$ cat config.mk
export PLATFORM = sky130hd
export DESIGN_NAME = sd_cmd_master_flat
export DESIGN_NICKNAME = d
export VERILOG_FILES = /design/src/rtl/sd_cmd_master_if.sv /design/src/rtl/sd_cmd_master.sv /design/src/flat_wrapper.sv
export SDC_FILE = /design/constraint.sdc
export NUM_CORES = 1
export LEC_CHECK = 0
export CAP_MARGIN = 20
export CORE_MARGIN = 3
export CORE_UTILIZATION = 41
export CTS_CLUSTER_SIZE = 10
export DETAILED_ROUTE_END_ITERATION = 8
export PLACE_DENSITY = 0.8
export SKIP_LAST_GASP = 1
export SLEW_MARGIN = 0
export SYNTH_ARGS = -nofsm -noshare
export SYNTH_HDL_FRONTEND = slang
export SYNTH_SLANG_ARGS = --single-unit
$ cat constraint.sdc
create_clock -name sd_clock -period 2 [get_ports sd_clock]
set_input_delay 0.3 -clock sd_clock [delete_from_list [all_inputs] [get_ports sd_clock]]
set_output_delay 0.3 -clock sd_clock [all_outputs]
set_load 0.05 [all_outputs]
$ cat src/rtl/sd_cmd_master_if.sv
// Bundles the host request/completion handshake and the CMD physical-block
// handshake of the SD command sequencer into one port.
// The master modport is the sequencer's view. The slave modport is the view
// of whatever sits on the other side: host logic, phys block or a testbench.
interface sd_cmd_master_if;
  // Host request side
  logic         new_command;
  logic [5:0]   cmd_index;
  logic [31:0]  cmd_argument;
  logic [1:0]   resp_type;
  logic         host_ack;

  // Host completion side
  logic         busy;
  logic         command_complete;
  logic         command_timeout;
  logic [135:0] response;

  // CMD physical block side
  logic         strobe_out;
  logic         ack_out;
  logic         idle_out;
  logic         expect_resp;
  logic         resp_long;
  logic [39:0]  cmd_to_send;
  logic         phys_done;
  logic [135:0] response_in;

  modport master (
    input  new_command, cmd_index, cmd_argument, resp_type, host_ack,
           phys_done, response_in,
    output busy, command_complete, command_timeout, response,
           strobe_out, ack_out, idle_out, expect_resp, resp_long, cmd_to_send
  );

  modport slave (
    output new_command, cmd_index, cmd_argument, resp_type, host_ack,
           phys_done, response_in,
    input  busy, command_complete, command_timeout, response,
           strobe_out, ack_out, idle_out, expect_resp, resp_long, cmd_to_send
  );
endinterface

$ cat src/rtl/sd_cmd_master.sv
// Host-side sequencer for the SD CMD line. It takes one command request at a
// time and formats the 40-bit command word. It strobes the CMD physical block
// and supervises the transfer with a timeout counter, then returns the
// captured response and its status through a four-phase handshake with the
// host. Every output comes straight from a register, so no input has a
// combinational path to an output.
module sd_cmd_master #(
  parameter int TIMEOUT = 64,  // SD clocks allowed in SEND, at least 2
  parameter int CNT_W   = 16   // timeout counter width, must hold TIMEOUT
) (
  input logic             sd_clock,
  input logic             reset,
  sd_cmd_master_if.master bus
);

  typedef enum logic [1:0] {
    IDLE = 2'd0,
    LOAD = 2'd1,
    SEND = 2'd2,
    DONE = 2'd3
  } state_t;

  // The count reached on the last cycle of SEND before a timeout is declared.
  localparam logic [CNT_W-1:0] CNT_LAST = CNT_W'(TIMEOUT - 1);
  localparam logic [CNT_W-1:0] CNT_ONE  = CNT_W'(1);

  state_t       state_q;
  logic [CNT_W-1:0] cnt_q;
  logic         busy_q;
  logic         complete_q;
  logic         timeout_q;
  logic [135:0] response_q;
  logic         strobe_q;
  logic         ack_q;
  logic         idle_q;
  logic         expect_q;
  logic         long_q;
  logic [39:0]  cmd_q;

  // Sequencer FSM. Each output is updated on the same edge that enters the
  // state where that output takes its new value, so every output comes
  // straight from a flop.
  always_ff @(posedge sd_clock) begin
    if (reset) begin
      state_q    <= IDLE;
      cnt_q      <= '0;
      busy_q     <= 1'b0;
      complete_q <= 1'b0;
      timeout_q  <= 1'b0;
      response_q <= '0;
      strobe_q   <= 1'b0;
      ack_q      <= 1'b0;
      idle_q     <= 1'b1;
      expect_q   <= 1'b0;
      long_q     <= 1'b0;
      cmd_q      <= '0;
    end else begin
      case (state_q)
        IDLE: begin
          // A held host_ack from the previous transaction blocks a restart
          // until the host has released it.
          if (bus.new_command && !bus.host_ack) begin
            state_q    <= LOAD;
            busy_q     <= 1'b1;
            idle_q     <= 1'b0;
            cmd_q      <= {2'b01, bus.cmd_index, bus.cmd_argument};
            expect_q   <= (bus.resp_type != 2'b00);
            long_q     <= (bus.resp_type == 2'b10);
            response_q <= '0;
          end
        end
        LOAD: begin
          cnt_q    <= '0;
          strobe_q <= 1'b1;
          state_q  <= SEND;
        end
        SEND: begin
          cnt_q <= cnt_q + CNT_ONE;
          // phys_done is tested first, so a completion on the final cycle
          // counts as a success.
          if (bus.phys_done) begin
            response_q <= expect_q ? bus.response_in : '0;
            timeout_q  <= 1'b0;
            strobe_q   <= 1'b0;
            ack_q      <= 1'b1;
            complete_q <= 1'b1;
            state_q    <= DONE;
          end else if (cnt_q == CNT_LAST) begin
            response_q <= '0;
            timeout_q  <= 1'b1;
            strobe_q   <= 1'b0;
            ack_q      <= 1'b1;
            complete_q <= 1'b1;
            state_q    <= DONE;
          end
        end
        DONE: begin
          // response stays valid after this point and is cleared at the
          // next request.
          if (bus.host_ack) begin
            complete_q <= 1'b0;
            ack_q      <= 1'b0;
            timeout_q  <= 1'b0;
            busy_q     <= 1'b0;
            idle_q     <= 1'b1;
            state_q    <= IDLE;
          end
        end
        default: state_q <= IDLE;
      endcase
    end
  end

  assign bus.busy             = busy_q;
  assign bus.command_complete = complete_q;
  assign bus.command_timeout  = timeout_q;
  assign bus.response         = response_q;
  assign bus.strobe_out       = strobe_q;
  assign bus.ack_out          = ack_q;
  assign bus.idle_out         = idle_q;
  assign bus.expect_resp      = expect_q;
  assign bus.resp_long        = long_q;
  assign bus.cmd_to_send      = cmd_q;

endmodule

$ cat src/flat_wrapper.sv
// flat-port wrapper written by rule: the top's interface ports become plain ports
module sd_cmd_master_flat 
#(
  parameter int TIMEOUT = 64,                                          
  parameter int CNT_W   = 16                                              
)
  (sd_clock, reset, bus_new_command, bus_cmd_index, bus_cmd_argument, bus_resp_type, bus_host_ack, bus_phys_done, bus_response_in, bus_busy, bus_command_complete, bus_command_timeout, bus_response, bus_strobe_out, bus_ack_out, bus_idle_out, bus_expect_resp, bus_resp_long, bus_cmd_to_send);
  sd_cmd_master_if bus_i ();
  input logic sd_clock;
  input logic reset;
  input wire logic [$bits(bus_i.new_command)-1:0] bus_new_command;
  input wire logic [$bits(bus_i.cmd_index)-1:0] bus_cmd_index;
  input wire logic [$bits(bus_i.cmd_argument)-1:0] bus_cmd_argument;
  input wire logic [$bits(bus_i.resp_type)-1:0] bus_resp_type;
  input wire logic [$bits(bus_i.host_ack)-1:0] bus_host_ack;
  input wire logic [$bits(bus_i.phys_done)-1:0] bus_phys_done;
  input wire logic [$bits(bus_i.response_in)-1:0] bus_response_in;
  output wire logic [$bits(bus_i.busy)-1:0] bus_busy;
  output wire logic [$bits(bus_i.command_complete)-1:0] bus_command_complete;
  output wire logic [$bits(bus_i.command_timeout)-1:0] bus_command_timeout;
  output wire logic [$bits(bus_i.response)-1:0] bus_response;
  output wire logic [$bits(bus_i.strobe_out)-1:0] bus_strobe_out;
  output wire logic [$bits(bus_i.ack_out)-1:0] bus_ack_out;
  output wire logic [$bits(bus_i.idle_out)-1:0] bus_idle_out;
  output wire logic [$bits(bus_i.expect_resp)-1:0] bus_expect_resp;
  output wire logic [$bits(bus_i.resp_long)-1:0] bus_resp_long;
  output wire logic [$bits(bus_i.cmd_to_send)-1:0] bus_cmd_to_send;
  assign bus_i.new_command = bus_new_command;
  assign bus_i.cmd_index = bus_cmd_index;
  assign bus_i.cmd_argument = bus_cmd_argument;
  assign bus_i.resp_type = bus_resp_type;
  assign bus_i.host_ack = bus_host_ack;
  assign bus_i.phys_done = bus_phys_done;
  assign bus_i.response_in = bus_response_in;
  assign bus_busy = bus_i.busy;
  assign bus_command_complete = bus_i.command_complete;
  assign bus_command_timeout = bus_i.command_timeout;
  assign bus_response = bus_i.response;
  assign bus_strobe_out = bus_i.strobe_out;
  assign bus_ack_out = bus_i.ack_out;
  assign bus_idle_out = bus_i.idle_out;
  assign bus_expect_resp = bus_i.expect_resp;
  assign bus_resp_long = bus_i.resp_long;
  assign bus_cmd_to_send = bus_i.cmd_to_send;
  sd_cmd_master #(.TIMEOUT(TIMEOUT), .CNT_W(CNT_W)) u_core (.sd_clock(sd_clock), .reset(reset), .bus(bus_i));
endmodule
-- Word-level counts from Yosys, hierarchy flattened
Index checks and enable logic that the tools add are counted.
W data, S select, Z words.
- equality and inequality tests: 8
- reductions and logical operators: 14
- mux-type cells: 25
- add/subtract/negate cells: 1
- operator list (cell ; number):
    $mux W136 ; 4
    $pmux W136 S2 ; 1
    $pmux W16 S2 ; 1
    $add A16 B1 Y16 const B ; 1
    $eq A16 B6 Y1 const B ; 1
    $reduce_and A3 Y1 ; 4
    $pmux W1 S2 ; 5
    $reduce_bool A2 Y1 ; 5
    $mux W1 ; 9
    $mux W2 ; 4
    $pmux W2 S4 ; 1
    $eq A2 B2 Y1 const B ; 3
    $reduce_and A2 Y1 ; 2
    $ne A3 B2 Y1 const B ; 1
    $eq A2 B1 Y1 const B ; 1
    $logic_not A2 Y1 ; 1
    $ne A2 B1 Y1 const B ; 1
    $ne A2 B2 Y1 const B ; 1
    $logic_and A1 B1 Y1 ; 1
    $logic_not A1 Y1 ; 1
- output and inout bits: 184
- input bits: 181
- flip-flop bits (word level): 200

-- Logic depth before layout (Yosys ltp)
Gate-level depths: netlist of run 1.
- word-level depth: 4
- depth in mapped cells: 8
- depth with buffers taken out: 6

-- Worst setup path after synthesis of run 1
Ideal clock, no wire load.
- kind: reg2reg
- from: register u_core.state_q[1]
- to: register u_core.cnt_q[10]
- required time: 1872 ps
- clock period less this slack: 1807 ps
- arrival: 1680 ps
- library setup time: 128 ps
- stages on the path, launching flop included: 9
- path slack: 193 ps
- cells stage by stage: dfxtp_1 inv_1 ha_1 buf_2 nor2b_1 or2_2 clkbuf_1 clkbuf_1 nor2_1
- longest elaborated chain between the ends: 2
- elaborated cells between the ends (all ways): 4
- ends and longest elaborated chain (what ; RTL line ; source):
    from (decl) ; sd_cmd_master.sv:27 ; state_t state_q;
    from (signal assigned) ; sd_cmd_master.sv:45 ; state_q <= IDLE;
    from (signal assigned) ; sd_cmd_master.sv:63 ; state_q <= LOAD;
    from (signal assigned) ; sd_cmd_master.sv:75 ; state_q <= SEND;
    $eq A2 B2 Y1 or $eq A2 B1 Y1 (tied branches) ; sd_cmd_master.sv:58 ; case (state_q)
    $pmux W16 S2 or $reduce_bool A2 Y1 (tied branches) ; - ;
    to (signal assigned) ; sd_cmd_master.sv:78 ; cnt_q <= cnt_q + CNT_ONE;
    to (decl) ; sd_cmd_master.sv:28 ; logic [CNT_W-1:0] cnt_q;
Several ways; a longest one is shown, not always the timed one.
A chain may end at the register's enable or synchronous reset.

==> results of run 1 <==
## cell usage after synthesis, types with 2 or more instances
| library cell | count | area share |
|---|---|---|
| sky130_fd_sc_hd__nand2_1 | 219 | 0.11 |
| sky130_fd_sc_hd__dfxtp_1 | 200 | 0.52 |
| sky130_fd_sc_hd__inv_1 | 145 | 0.071 |
| sky130_fd_sc_hd__o31ai_1 | 137 | 0.13 |
| sky130_fd_sc_hd__a21oi_1 | 46 | 0.030 |
| sky130_fd_sc_hd__clkbuf_1 | 37 | 0.018 |
| sky130_fd_sc_hd__nor2_1 | 20 | 0.0098 |
| sky130_fd_sc_hd__buf_2 | 17 | 0.011 |
| sky130_fd_sc_hd__nand2b_1 | 6 | 0.0049 |
| sky130_fd_sc_hd__o21ai_0 | 6 | 0.0039 |
| sky130_fd_sc_hd__xor2_1 | 6 | 0.0069 |
| sky130_fd_sc_hd__buf_8 | 5 | 0.0098 |
| sky130_fd_sc_hd__ha_1 | 5 | 0.0082 |
| sky130_fd_sc_hd__nand3_1 | 5 | 0.0033 |
| sky130_fd_sc_hd__nand4_1 | 5 | 0.0041 |
| sky130_fd_sc_hd__nor3_1 | 5 | 0.0033 |
| sky130_fd_sc_hd__buf_4 | 4 | 0.0039 |
| sky130_fd_sc_hd__nor2b_1 | 4 | 0.0033 |
| sky130_fd_sc_hd__xnor2_1 | 4 | 0.0046 |
| sky130_fd_sc_hd__and3_1 | 3 | 0.0025 |
| sky130_fd_sc_hd__and4_1 | 3 | 0.0034 |
| sky130_fd_sc_hd__or3_1 | 3 | 0.0025 |
| sky130_fd_sc_hd__a211o_1 | 2 | 0.0023 |
| sky130_fd_sc_hd__a211oi_1 | 2 | 0.0020 |
| sky130_fd_sc_hd__mux2i_1 | 2 | 0.0026 |
| sky130_fd_sc_hd__nor3b_1 | 2 | 0.0020 |
| sky130_fd_sc_hd__nor4_2 | 2 | 0.0033 |
| sky130_fd_sc_hd__o21bai_1 | 2 | 0.0020 |
## timing repair
item	4_1_cts	5_1_grt
endpoints found under the setup margin	1	12
gates resized for setup	1	4
pin swaps	0	1
## worst paths after layout
kind / from / endpoint / depth (start not counted)
max: u_core.bus.ack_out / bus_command_complete / 1
min reg2reg: u_core.bus.cmd_to_send[23] / u_core.bus.cmd_to_send[23] / 2
min: reset / u_core.bus.cmd_to_send[38] / 3
max reg2reg: u_core.cnt_q[0] / u_core.bus.response[58] / 7
## power breakdown
group / internal (mW) / switching, mW
clock: 1.82 / 1.65
combinational: 1.09 / 1.60
sequential: 4.15 / 0.0966
## stage by stage
stage               hold slack (ns)  area (sq um)  worst slack (ns)  setup TNS (ns)
floorplan                    0.4085          7651            0.1926               0
global placement             0.4402         11620            0.1251               0
detailed placement           0.4455         11620           0.05666               0
CTS                          0.3967         12230           0.03780               0
global route                 0.4009         12250         -0.003581       -0.003581
finish                       0.4091         12250           0.07266               0
## final cells by class
class,instances,area (sq um),share of cell area
timing repair buffer,391,4005,0.3271
sequential,200,4004,0.3270
multi-input combinational,503,2800,0.2287
inverter,145,544.3,0.04445
clock buffer,19,442.9,0.03617
tap,229,286.5,0.02340
clock inverter,13,157.7,0.01287
antenna,2,5.005,0.0004087
## layer usage
metal / share of wire / track usage / vias up
met1: 0.39 / 0.2671 / 3325
met3: 0.077 / 0.06922 / 39
met4: 0.027 / 0.07154 / 2
met5: 0.00054 / 0 / -
li1: - / - / 3666
met2: 0.50 / 0.3875 / 248
## state kept, by name (all words and copies together) (netlist names)
signal	cells
u_core.bus.response	136
u_core.bus.cmd_to_send	39
u_core.cnt_q	16
u_core.state_q	2
u_core.bus.ack_out	1
u_core.bus.busy	1
u_core.bus.command_timeout	1
u_core.bus.expect_resp	1
u_core.bus.idle_out	1
u_core.bus.resp_long	1
u_core.bus.strobe_out	1
## cell families after synthesis
kind of cell	count (synthesis)	share of synthesized area
and+or+nand+nor	282	0.1550
buffers and inverters	208	0.1141
AOI/OAI and AO/OA	202	0.1833
DFF	200	0.5233
xor gates and xnor gates	10	0.01145
adders and majority gates	5	0.008177
muxes	3	0.004088
other	1	0.0004901
## worst min-delay path: stages
cell	delay [ns]
sky130_fd_sc_hd__buf_6	0.11
sky130_fd_sc_hd__buf_4	0.25
sky130_fd_sc_hd__nor2_1	0.14
==> results by stage, run 1 <==
Floorplan:
- The initial utilization of the core area, before any placement, comes to 0.4216.
- between 300 and 400 I/O pins were placed.
- The die is around 140 um wide.
- The die covers 0.02034 sq mm.
- The region available for standard cell placement spans 0.01815 sq mm.
- In this run the vertical extent of the chip is 142.6 um.
- The floorplan row count is 49.

Yosys:
- The average instance in the mapped netlist occupies 8.399 sq um.
- The count of distinct cell types in the synthesized netlist is 42.
- The total of flip-flops plus latches after synthesis is 200.
- The count of yosys warnings during synthesis is 0.
- The synthesized netlist cell count is slightly above 900.
- The count of flip-flops with a built-in enable after synthesis is 0.
- The number of nets in the synthesized netlist is roughly 1,100.
- The cell area that synthesis handed to floorplanning was 0.007651 sq mm.
- For this run, the register share of the synthesized area comes to 0.5233.
- Counting flops with an async set or reset pin after synthesis yields a share of 0.
- The dominant register cell in the synthesized netlist is sky130_fd_sc_hd__dfxtp_1.

Cells and area:
- The most common cell after layout, fill and taps aside is sky130_fd_sc_hd__clkdlybuf4s50_1.
- The layout cell share with drive strength beyond 1 is 0.05744.
- At the end of the flow the core is filled with cells to 0.6748.
- The library cells used most frequently in the layout, excluding fill and tap cells, are sky130_fd_sc_hd__clkdlybuf4s50_1 (359), sky130_fd_sc_hd__nand2_1 (219), sky130_fd_sc_hd__dfxtp_1 (200).
- The relative area change from synthesis to final layout is 60.05%.
- After the last flow step, the layout net total stands at approximately 1,400.
- Leaving out filler cells and counting taps, the final layout contains 1,502.
- The total of fill cells in the finished design is 1,460.

Clocking:
- The number of buffers inserted for hold repair after clock tree synthesis is 0.
- The H-tree depth reported by CTS is 4.
- Buffers inserted during clock tree synthesis total 17.
- The total setup buffers inserted after CTS is 0.
- The sink count of the clock tree is 200.
- The TritonCTS clock tree is yes.
- The clock slew at the register clock pins of the worst setup and hold paths is ~0.080 ns.
- The cell at the root of the clock tree is sky130_fd_sc_hd__clkbuf_16.
- The largest buffer count on any clock path is 2.
- The clock latency at the later pin of the worst-skew pair is 0.42 ns.

Setup path:
- The startpoint class of the critical path is a register.
- The required time of the critical path is 1.70 ns.
- Data on the critical path arrives at its endpoint at 1.63 ns.
- The number of buffers and inverters on the critical path is 1.
- STA classifies the critical path endpoint as an output pin.
- By startpoint and endpoint, the worst setup path is classified as register to output pin.
- The highest-delay cell along the critical path is sky130_fd_sc_hd__clkdlybuf4s50_1.
- The largest stage delay on the critical path is 0.84 ns.
- The maximum fanout along the worst path is 3.
- The worst register-to-register path has a setup slack of 0.11 ns.
- Grouping stages by cell kind, the critical path spends the most delay in buffers and inverters.
- The signal on the critical path passes through clkdlybuf4s50_1.

Run status:
- The run finished with clean final reports.

Timing:
- The maximum frequency from static timing analysis is between 500 and 600 MHz.
- The max-slew headroom at the worst pin is 0.5751.
- The slew at the pin closest to its max-slew limit is 0.6374 ns.
- Setup violations remaining at the end of the flow were counted as 0.
- The count of endpoints failing hold in the final timing report came to 0.
- The count of pins over their slew limit came to 0.
- The largest clock skew in the final design is 0.01147 ns.
- The clock period minus worst slack is 1.927 ns.
- The final critical-path share of the clock period is 0.9637.

Detailed routing:
- The number of vias per cell after detailed routing is 4.847.
- The mean routed wirelength per cell is between 15 and 20 um.
- The detailed-routing iteration count for the pre-antenna-repair pass is 5.
- The detail route stage leaves a number of antenna-violating nets equal to 0.
- In the routed design, unresolved DRC markers number 0.
- The DRC marker count from the first detailed-route iteration is 435.
- The number of vias in the routed layout is 7,280.
- The routed design has 24,020 um of wire.

Min path:
- The type of the worst min-delay path is primary input to register.

Power:
- Across the VDD grid, the largest voltage drop is 798.2 uV.
- The design draws 10.40 mW.
- Summed over all cells, the static leakage comes to 4.234 nW.
- The total power divided by cell area is 848.9 mW/mm^2.

Place:
- The half-perimeter wire length after detailed placement is ~18,000 um.
- The weighted congestion reported at the end of routability-driven placement is 0.8366.
- The count of input and output buffers is 363.
- The cell count after placement is 1,468.

GRT:
- Summed over all layers, the global routing overflow is 0.
- The first global-routing pass estimated 36,750 um of wire.
- Entering global routing, the biggest net connects 127 pins.
- The number of antenna violations at the first check in global routing was 3.
- The via count of the first global-routing pass is between 6,000 and 7,000.
- The total track usage is 0.2245.

Job:
- The tool flagged a number of max-cap violations equal to 0.
Power figures use the tool's default switching activity.
==> run 2: changes to the inputs <==
- PLACE_DENSITY: 0.8 -> 0.78
- clock period: 2 -> 1.8 ns (I/O delays scaled with it)
==> results by stage, run 2 (synthesis results as in run 1) <==
Timing:
- The slew at the pin closest to its max-slew limit came to 0.7269 ns (was 0.6374 ns).
- The max-slew headroom at the worst pin is 0.5154 (was 0.5751).
- Subtracting the final worst setup slack from the clock period gives 1.780 ns.
- Setup repair after global routing could not meet its margin everywhere.
- Based on the critical path, the design can be clocked at up to 561.9 MHz.
- The count of endpoints failing hold in the final timing report is 0 (unchanged).
- The largest clock skew in the final design is 0.008548 ns (was 0.01147 ns).
- The post-route worst setup slack came to 0.02025 ns (was 0.07266 ns).
- Dividing the final minimum period by the clock period gives 0.9887.
- The count of pins over their slew limit is 0 (unchanged).
- The final count of negative-setup-slack endpoints is 0 (unchanged).

Setup path:
- The count of buffer and inverter cells on the critical path is 4 (was 1).
- The number of cells traversed by the worst register-to-register path is 8 (was 7).
- The kind of end point of the critical path was a register (was output pin).
- The largest stage delay on the critical path is 0.32 ns (was 0.84 ns).
- The highest-delay cell along the critical path is sky130_fd_sc_hd__dfxtp_1 (was sky130_fd_sc_hd__clkdlybuf4s50_1).
- The family of cells with the greatest summed delay on the critical path was buffers and inverters (unchanged).
- The classification of the worst setup path is register to register (was register to output pin).
- The required time of the critical path came to 2.08 ns (was 1.70 ns).
- The startpoint class of the critical path is a register (unchanged).
- The reg-to-reg critical path startpoint is u_core.state_q[0] (was u_core.cnt_q[0]).
- The maximum fanout along the worst path came to 6 (was 3).
- Critical path, cell by cell: inv_1 > ha_2 > nand2b_1 > a22oi_2 > buf_4 > buf_8 > buf_6 > o31ai_1 (was clkdlybuf4s50_1).
- The worst-case register-to-register setup slack is 0.02 ns (was 0.11 ns).
- The capturing point of the worst reg2reg path is u_core.bus.response[47] (was u_core.bus.response[58]).
- The signal arrival time at the worst endpoint is 2.06 ns (was 1.63 ns).

Job:
- The number of violations of the max-capacitance limit was 0 (unchanged).

Power:
- The net switching power was 3.914 mW (was 3.339 mW).
- The fraction of power spent switching nets is 0.3211 (was 0.3212).
- The leakage power of the design is 5.148 nW (was 4.234 nW).
- The proportion of power drawn by flip-flops and latches is 0.386 (was 0.408).
- The total power divided by cell area came to 973.0 mW/mm^2 (was 848.9 mW/mm^2).
- The combinational group share of total power came to 0.297 (was 0.258).
- The maximum resistive drop on vdd came to 843.2 uV (was 798.2 uV).
- The clock network fraction of design power is 0.317 (was 0.334).
- The internal power component is 8.276 mW (was 7.057 mW).

Detailed routing:
- The aggregate routed wire length is 25,590 um (was 24,020 um).
- The remaining number of nets flagged by the antenna check after routing is 0 (unchanged).
- The detailed-routing iteration count for the pre-antenna-repair pass is 4 (was 5).
- The DRC marker count from the first detailed-route iteration is 408 (was 435).
- The mean routed wirelength per cell is 16.71 um (was 15.99 um).
- The number of vias per cell after detailed routing is 4.907 (was 4.847).
- The number of remaining DRC errors is 0 (unchanged).
- The number of vias in the routed layout is 7,512 (was 7,280).

Clocking:
- The number of buffers inserted during clock tree synthesis is 17 (unchanged).
- The cell at the root of the clock tree is sky130_fd_sc_hd__clkbuf_16 (unchanged).
- The number of buffers inserted for hold repair after clock tree synthesis is 0 (unchanged).
- The clock slew at the register clock pins of the worst setup and hold paths is 0.07 ns (was 0.08 ns).
- The TritonCTS clock tree is yes (unchanged).
- The sink count of the clock tree is 200 (unchanged).
- The clock latency at the later pin of the worst-skew pair is 0.43 ns (was 0.42 ns).
- The H-tree depth reported by CTS is 4 (unchanged).
- The largest buffer count on any clock path is 2 (unchanged).

Cells and area:
- The number of flip-flops under the largest register name is 136 (unchanged).
- The final layout net count came to 1,472 (was 1,444).
- The most common cell after layout, fill and taps aside was sky130_fd_sc_hd__nand2_1 (was sky130_fd_sc_hd__clkdlybuf4s50_1).
- The layout cell share with drive strength beyond 1 is 0.1587 (was 0.05744).
- The share of the core filled with cells in the final layout is 0.6904 (was 0.6748).
- The total of fill cells in the finished design is 1,454 (was 1,460).
- The relative area change from synthesis to final layout came to 63.75% (was 60.05%).
- Most frequent cells in the layout: sky130_fd_sc_hd__nand2_1 (219), sky130_fd_sc_hd__dfxtp_1 (198), sky130_fd_sc_hd__clkdlybuf4s50_1 (179) (was sky130_fd_sc_hd__clkdlybuf4s50_1 (359), sky130_fd_sc_hd__nand2_1 (219), sky130_fd_sc_hd__dfxtp_1 (200)).
- The final non-filler cell area was 0.01253 sq mm (was 0.01225 sq mm).

Min path:
- The hold-critical path endpoint was u_core.bus.busy (was u_core.bus.cmd_to_send[38]).
- The number of cells on the worst hold path was 2 (was 3).
- The type of the worst min-delay path is primary input to register (unchanged).
- The critical hold path startpoint is reset (unchanged).

Place:
- The post-detailed-placement cell area was 0.01159 sq mm (was 0.01162 sq mm).
- The count of input and output buffers is 363 (unchanged).
- The worst slack at placement is -0.07654 ns (was 0.05666 ns).
- The half-perimeter wire length after detailed placement is 17,790 um (was 17,780 um).
- The weighted congestion reported at the end of routability-driven placement is 0.8502 (was 0.8366).

Floorplan:
- The die extent in x is 142.6 um (unchanged).
- The area of the core is 0.01815 sq mm (unchanged).
- The number of I/O pins came to 365 (unchanged).
- The die area was 0.02034 sq mm (unchanged).
- The floorplan row count is 49 (unchanged).
- The die extent in y was 142.6 um (unchanged).
- The initial core utilization is 0.4216 (unchanged).

GRT:
- The pin count of the biggest net entering global routing came to 114 (was 127).
- The global-route wire length before repair is 37,290 um (was 36,750 um).
- The total grt overflow is 0 (unchanged).
- The number of antenna violations at the first check in global routing is 4 (was 3).
- The total track usage came to 0.2276 (was 0.2245).
- The via count of the first global-routing pass is 7,116 (was 6,990).

Run status:
- Run status: complete, no violations (unchanged).
==> run 2: worst register-to-register path: stages (launching register included) <==
cell                       delay, ns
sky130_fd_sc_hd__dfxtp_1        0.32
sky130_fd_sc_hd__inv_1          0.14
sky130_fd_sc_hd__ha_2           0.24
sky130_fd_sc_hd__nand2b_1       0.12
sky130_fd_sc_hd__a22oi_2        0.30
sky130_fd_sc_hd__buf_4          0.18
sky130_fd_sc_hd__buf_8          0.14
sky130_fd_sc_hd__buf_6          0.15
sky130_fd_sc_hd__o31ai_1        0.07
==> run 2: layout make-up <==
cell class / count / area, sq um / share of cell area
timing repair buffer: 419 / 4071 / 0.3250
sequential: 200 / 4006 / 0.3198
multi-input combinational: 503 / 3023 / 0.2413
inverter: 145 / 544.3 / 0.04344
clock buffer: 17 / 425.4 / 0.03396
tap: 229 / 286.5 / 0.02287
clock inverter: 14 / 161.4 / 0.01288
antenna: 4 / 10.01 / 0.0007990
==> run 2: worst max path at each step <==
stage / from / to / slack, ns / cells after the start
6_report: u_core.state_q[0] / u_core.bus.response[47] / 0.02 / 8
5_1_grt: u_core.state_q[0] / u_core.bus.response[72] / -0.08 / 8
4_1_cts: u_core.cnt_q[0] / u_core.bus.response[84] / 0.009 / 7
3_5_place_dp: bus_host_ack / u_core.bus.response[100] / -0.08 / 6
3_3_place_gp: bus_host_ack / u_core.bus.response[62] / -0.04 / 6
2_1_floorplan: u_core.state_q[1] / u_core.cnt_q[15] / 0.03 / 7
==> run 2: metrics by stage <==
step / hold slack [ns] / cells / power, mW / setup TNS [ns]
floorplan: 0.3785 / 911 / 6.608 / 0
global placement: 0.4404 / 1484 / 7.831 / -2.034
detailed placement: 0.4457 / 1484 / 7.869 / -5.272
CTS: 0.09715 / 1515 / 11.67 / 0
global route: 0.1113 / 1531 / 12.69 / -3.954
finish: 0.1163 / 1531 / 12.19 / 0
==> run 2: per-layer routing <==
metal  part of all wire  global-route usage
met2               0.51              0.3952
met5                  0                   0
met4              0.027             0.08354
met3              0.067             0.05444
met1               0.40              0.2740
==> run 2: repair_timing <==
| action | in CTS | in global routing |
|---|---|---|
| cloned | 0 | 9 |
| endpoints found under the setup margin | 242 | 136 |
| gates resized for setup | 115 | 58 |
| pin swaps | 0 | 6 |
| setup buffers | 0 | 3 |
==> run 2: power groups by stage <==
stage	combinational (mW)	sequential [mW]	clock, mW
3_5_place_dp	3.06	4.81	0
4_1_cts	3.02	4.70	3.95
5_1_grt	3.84	4.73	4.12
2_1_floorplan	1.27	5.33	0
3_3_place_gp	3.03	4.80	0
6_report	3.62	4.71	3.86
==> run 3: changes to the inputs <==
- CORE_AREA: not set -> 3 3 141 143
- CORE_MARGIN: 3 -> not set
- CORE_UTILIZATION: 41 -> not set
- DIE_AREA: not set -> 0 0 144 146
- DONT_BUFFER_PORTS: not set -> 1
- HOLD_SLACK_MARGIN: not set -> 0.02
- PLACE_DENSITY: 0.78 -> 0.53
==> results by stage, run 3 (synthesis results as in run 1) <==
Timing:
- The max-slew headroom at the worst pin is 0.6071 (was 0.5154).
- The largest clock skew in the final design came to 0.01131 ns (was 0.008548 ns).
- The final critical-path share of the clock period is 0.9740 (was 0.9887).
- The clock period minus worst slack is 1.753 ns (was 1.780 ns).
- The slew at the pin closest to its max-slew limit was 0.5885 ns (was 0.7269 ns).
- The maximum frequency from static timing analysis was 570.4 MHz (was 561.9 MHz).
- The worst hold slack across all endpoints is -0.05450 ns (was 0.1163 ns).
- The count of pins over their slew limit is 0 (unchanged).
- The final count of negative-setup-slack endpoints is 0 (unchanged).
- The count of endpoints failing hold in the final timing report is 88 (was 0).
- RSZ-0062 raised after global routing: yes (unchanged).

Cells and area:
- The total of fill cells in the finished design is 1,667 (was 1,454).
- The antenna diode instance count is 0 (was 4).
- The final layout net count came to 1,263 (was 1,472).
- Most frequent cells in the layout: sky130_fd_sc_hd__nand2_1 (219), sky130_fd_sc_hd__dfxtp_1 (200), sky130_fd_sc_hd__inv_1 (145) (was sky130_fd_sc_hd__nand2_1 (219), sky130_fd_sc_hd__dfxtp_1 (198), sky130_fd_sc_hd__clkdlybuf4s50_1 (179)).
- The layout cell share with drive strength beyond 1 is 0.1495 (was 0.1587).
- The most common cell after layout, fill and taps aside is sky130_fd_sc_hd__nand2_1 (unchanged).
- The number of flip-flops under the largest register name is 136 (unchanged).
- The final non-filler cell area is 0.01040 sq mm (was 0.01253 sq mm).
- The relative area change from synthesis to final layout is 35.93% (was 63.75%).

Floorplan:
- The die area is 0.02102 sq mm (was 0.02034 sq mm).
- The die extent in x is 144 um (was 142.6 um).
- The floorplan row count is 50 (was 49).
- The die extent in y is 146 um (was 142.6 um).
- The area of the core is 0.01871 sq mm (was 0.01815 sq mm).
- The number of I/O pins came to 365 (unchanged).
- The initial core utilization was 0.4090 (was 0.4216).

Detailed routing:
- The number of remaining DRC errors is 0 (unchanged).
- The number of vias in the routed layout is 6,539 (was 7,512).
- The number of vias per cell after detailed routing is 4.939 (was 4.907).
- The mean routed wirelength per cell is 16.96 um (was 16.71 um).
- The highest metal layer with signal wires is met4 (unchanged).
- The met3 wire length came to 1799 um (was 1717 um).
- The detailed route wirelength on metal2 came to 11,180 um (was 12,960 um).
- The routed metal-1 wirelength is 9125 um (was 10,230 um).
- The remaining number of nets flagged by the antenna check after routing is 0 (unchanged).
- The aggregate routed wire length came to 22,450 um (was 25,590 um).
- The detailed-routing iteration count for the pre-antenna-repair pass is 6 (was 4).
- The DRC marker count from the first detailed-route iteration is 311 (was 408).

Clocking:
- The sink count of the clock tree is 200 (unchanged).
- The clock latency at the later pin of the worst-skew pair is 0.43 ns (about the same).
- The clock slew at the register clock pins of the worst setup and hold paths is 0.08 ns (was 0.07 ns).
- The TritonCTS clock tree is yes (unchanged).
- The H-tree depth reported by CTS is 4 (unchanged).
- The number of buffers inserted during clock tree synthesis is 17 (unchanged).
- The cell at the root of the clock tree is sky130_fd_sc_hd__clkbuf_16 (unchanged).
- The largest buffer count on any clock path was 2 (unchanged).

GRT:
- The number of antenna violations at the first check in global routing is 0 (was 4).
- The pin count of the biggest net entering global routing is 190 (was 114).
- The total track usage is 0.2004 (was 0.2276).
- The via count of the first global-routing pass was 6,435 (was 7,116).
- The global-route wire length before repair is 34,150 um (was 37,290 um).
- The total grt overflow is 0 (unchanged).

Setup path:
- The reg-to-reg critical path startpoint is u_core.cnt_q[6] (was u_core.state_q[0]).
- The capturing point of the worst reg2reg path is u_core.bus.response[131] (was u_core.bus.response[47]).
- The startpoint class of the critical path was a register (unchanged).
- The classification of the worst setup path was register to register (unchanged).
- The maximum fanout along the worst path is 21 (was 6).
- The kind of end point of the critical path is a register (unchanged).
- The worst-case register-to-register setup slack came to 0.05 ns (was 0.02 ns).
- The number of cells traversed by the worst register-to-register path came to 7 (was 8).
- The required time of the critical path is 2.11 ns (was 2.08 ns).
- The signal arrival time at the worst endpoint is 2.06 ns (about the same).

Power:
- The maximum resistive drop on vdd is 658.5 uV (was 843.2 uV).
- The leakage power of the design came to 3.786 nW (was 5.148 nW).
- The total power divided by cell area is 1102 mW/mm^2 (was 973.0 mW/mm^2).
- The overall power consumption is 11.46 mW (was 12.19 mW).

Job:
- The number of violations of the max-capacitance limit is 0 (unchanged).

Min path:
- The critical hold path startpoint is bus_response_in[69] (was reset).
- The hold-critical path endpoint is u_core.bus.response[69] (was u_core.bus.busy).
- The type of the worst min-delay path is primary input to register (unchanged).
- The number of cells on the worst hold path came to 2 (unchanged).

Place:
- The half-perimeter wire length after detailed placement is 15,300 um (was 17,790 um).
- The post-detailed-placement cell area is 0.008558 sq mm (was 0.01159 sq mm).
- The count of input and output buffers is 0 (was 363).
- The weighted congestion reported at the end of routability-driven placement is 0.7878 (was 0.8502).

Run status:
- The checks that failed: hold timing.
- Run status: finished, violations left (was complete, no violations).
run 3: cell count changes in the layout (fill, tap and decap cells not counted), moves of 3 or more:
cell	change
sky130_fd_sc_hd__buf_4	-9
sky130_fd_sc_hd__buf_6	-4
sky130_fd_sc_hd__clkbuf_16	-4
sky130_fd_sc_hd__clkdlybuf4s50_1	-179
sky130_fd_sc_hd__clkinv_4	+5
sky130_fd_sc_hd__diode_2	-4
sky130_fd_sc_hd__dlygate4sd2_1	-114
sky130_fd_sc_hd__dlygate4sd3_1	+103
sky130_fd_sc_hd__inv_6	-3
sky130_fd_sc_hd__o31ai_1	+20
sky130_fd_sc_hd__o31ai_2	-18
run 3: final cells by class:
cell class | instances | area, sq um | share of cell area
Sequential cell | 200 | 4004 | 0.3850
Multi-Input combinational cell | 503 | 2900 | 0.2789
Timing Repair Buffer | 210 | 2077 | 0.1997
Inverter | 145 | 544.3 | 0.05233
Clock buffer | 19 | 442.9 | 0.04259
Tap cell | 234 | 292.8 | 0.02815
Clock inverter | 13 | 138.9 | 0.01335
run 3: per-layer routing:
metal | up-vias | global-route usage
li1 | 3307 | -
met1 | 2971 | 0.2360
met2 | 237 | 0.3447
met3 | 24 | 0.06178
met4 | 0 | 0.06450
met5 | - | 0
run 3: report_power, final:
group / internal (mW) / switching [mW] / total (mW) / leakage [nW]
Combinational: 1.18 / 1.37 / 2.55 / 1.89
Sequential: 4.61 / 0.532 / 5.14 / 1.62
Clock: 1.99 / 1.78 / 3.77 / 0.276
Total: 7.77 / 3.68 / 11.5 / 3.79
run 3: worst max-delay path, cell delays in order (launching register included):
cell                      delay [ns]
sky130_fd_sc_hd__dfxtp_1        0.35
sky130_fd_sc_hd__nor4_4         0.36
sky130_fd_sc_hd__nand4_2        0.15
sky130_fd_sc_hd__a22oi_2        0.23
sky130_fd_sc_hd__buf_6          0.15
sky130_fd_sc_hd__buf_12         0.14
sky130_fd_sc_hd__buf_12         0.17
sky130_fd_sc_hd__o31ai_1        0.08
run 3: metrics by stage:
| stage | setup TNS (ns) | util | worst slack (ns) | std cells |
|---|---|---|---|---|
| 5_1_grt | -0.7710 | 0.5560 | -0.02803 | 1324 |
| 3_5_place_dp | -0.03370 | 0.4575 | -0.01704 | 1183 |
| 6_report | 0 | 0.5560 | 0.04687 | 1324 |
| 4_1_cts | 0 | 0.5393 | 0.009490 | 1309 |
| 2_1_floorplan | 0 | - | 0.03230 | 911 |
| 3_3_place_gp | 0 | 0.4575 | 0.005344 | 1183 |
run 3: how the worst max path moves through the flow:
stage,start,end,slack [ns],cells past startpoint
after global placement,u_core.state_q[0],u_core.bus.response[53],0.005,8
after CTS,u_core.cnt_q[6],u_core.bus.response[113],0.009,6
final,u_core.cnt_q[6],u_core.bus.response[131],0.05,7
after detailed placement,u_core.state_q[0],u_core.bus.response[113],-0.02,8
after floorplan,u_core.state_q[1],u_core.cnt_q[15],0.03,7
after global routing,u_core.state_q[1],u_core.bus.response[13],-0.03,8
run 3: repair_timing:
item                                   4_1_cts  5_1_grt
endpoints found under the hold margin      182      182
buffers inserted                             0        3
hold buffers                                94        9
gates cloned                                 0        3
resized for setup                            2       24
setup endpoints to repair                   36      123
pin swaps                                    0        4
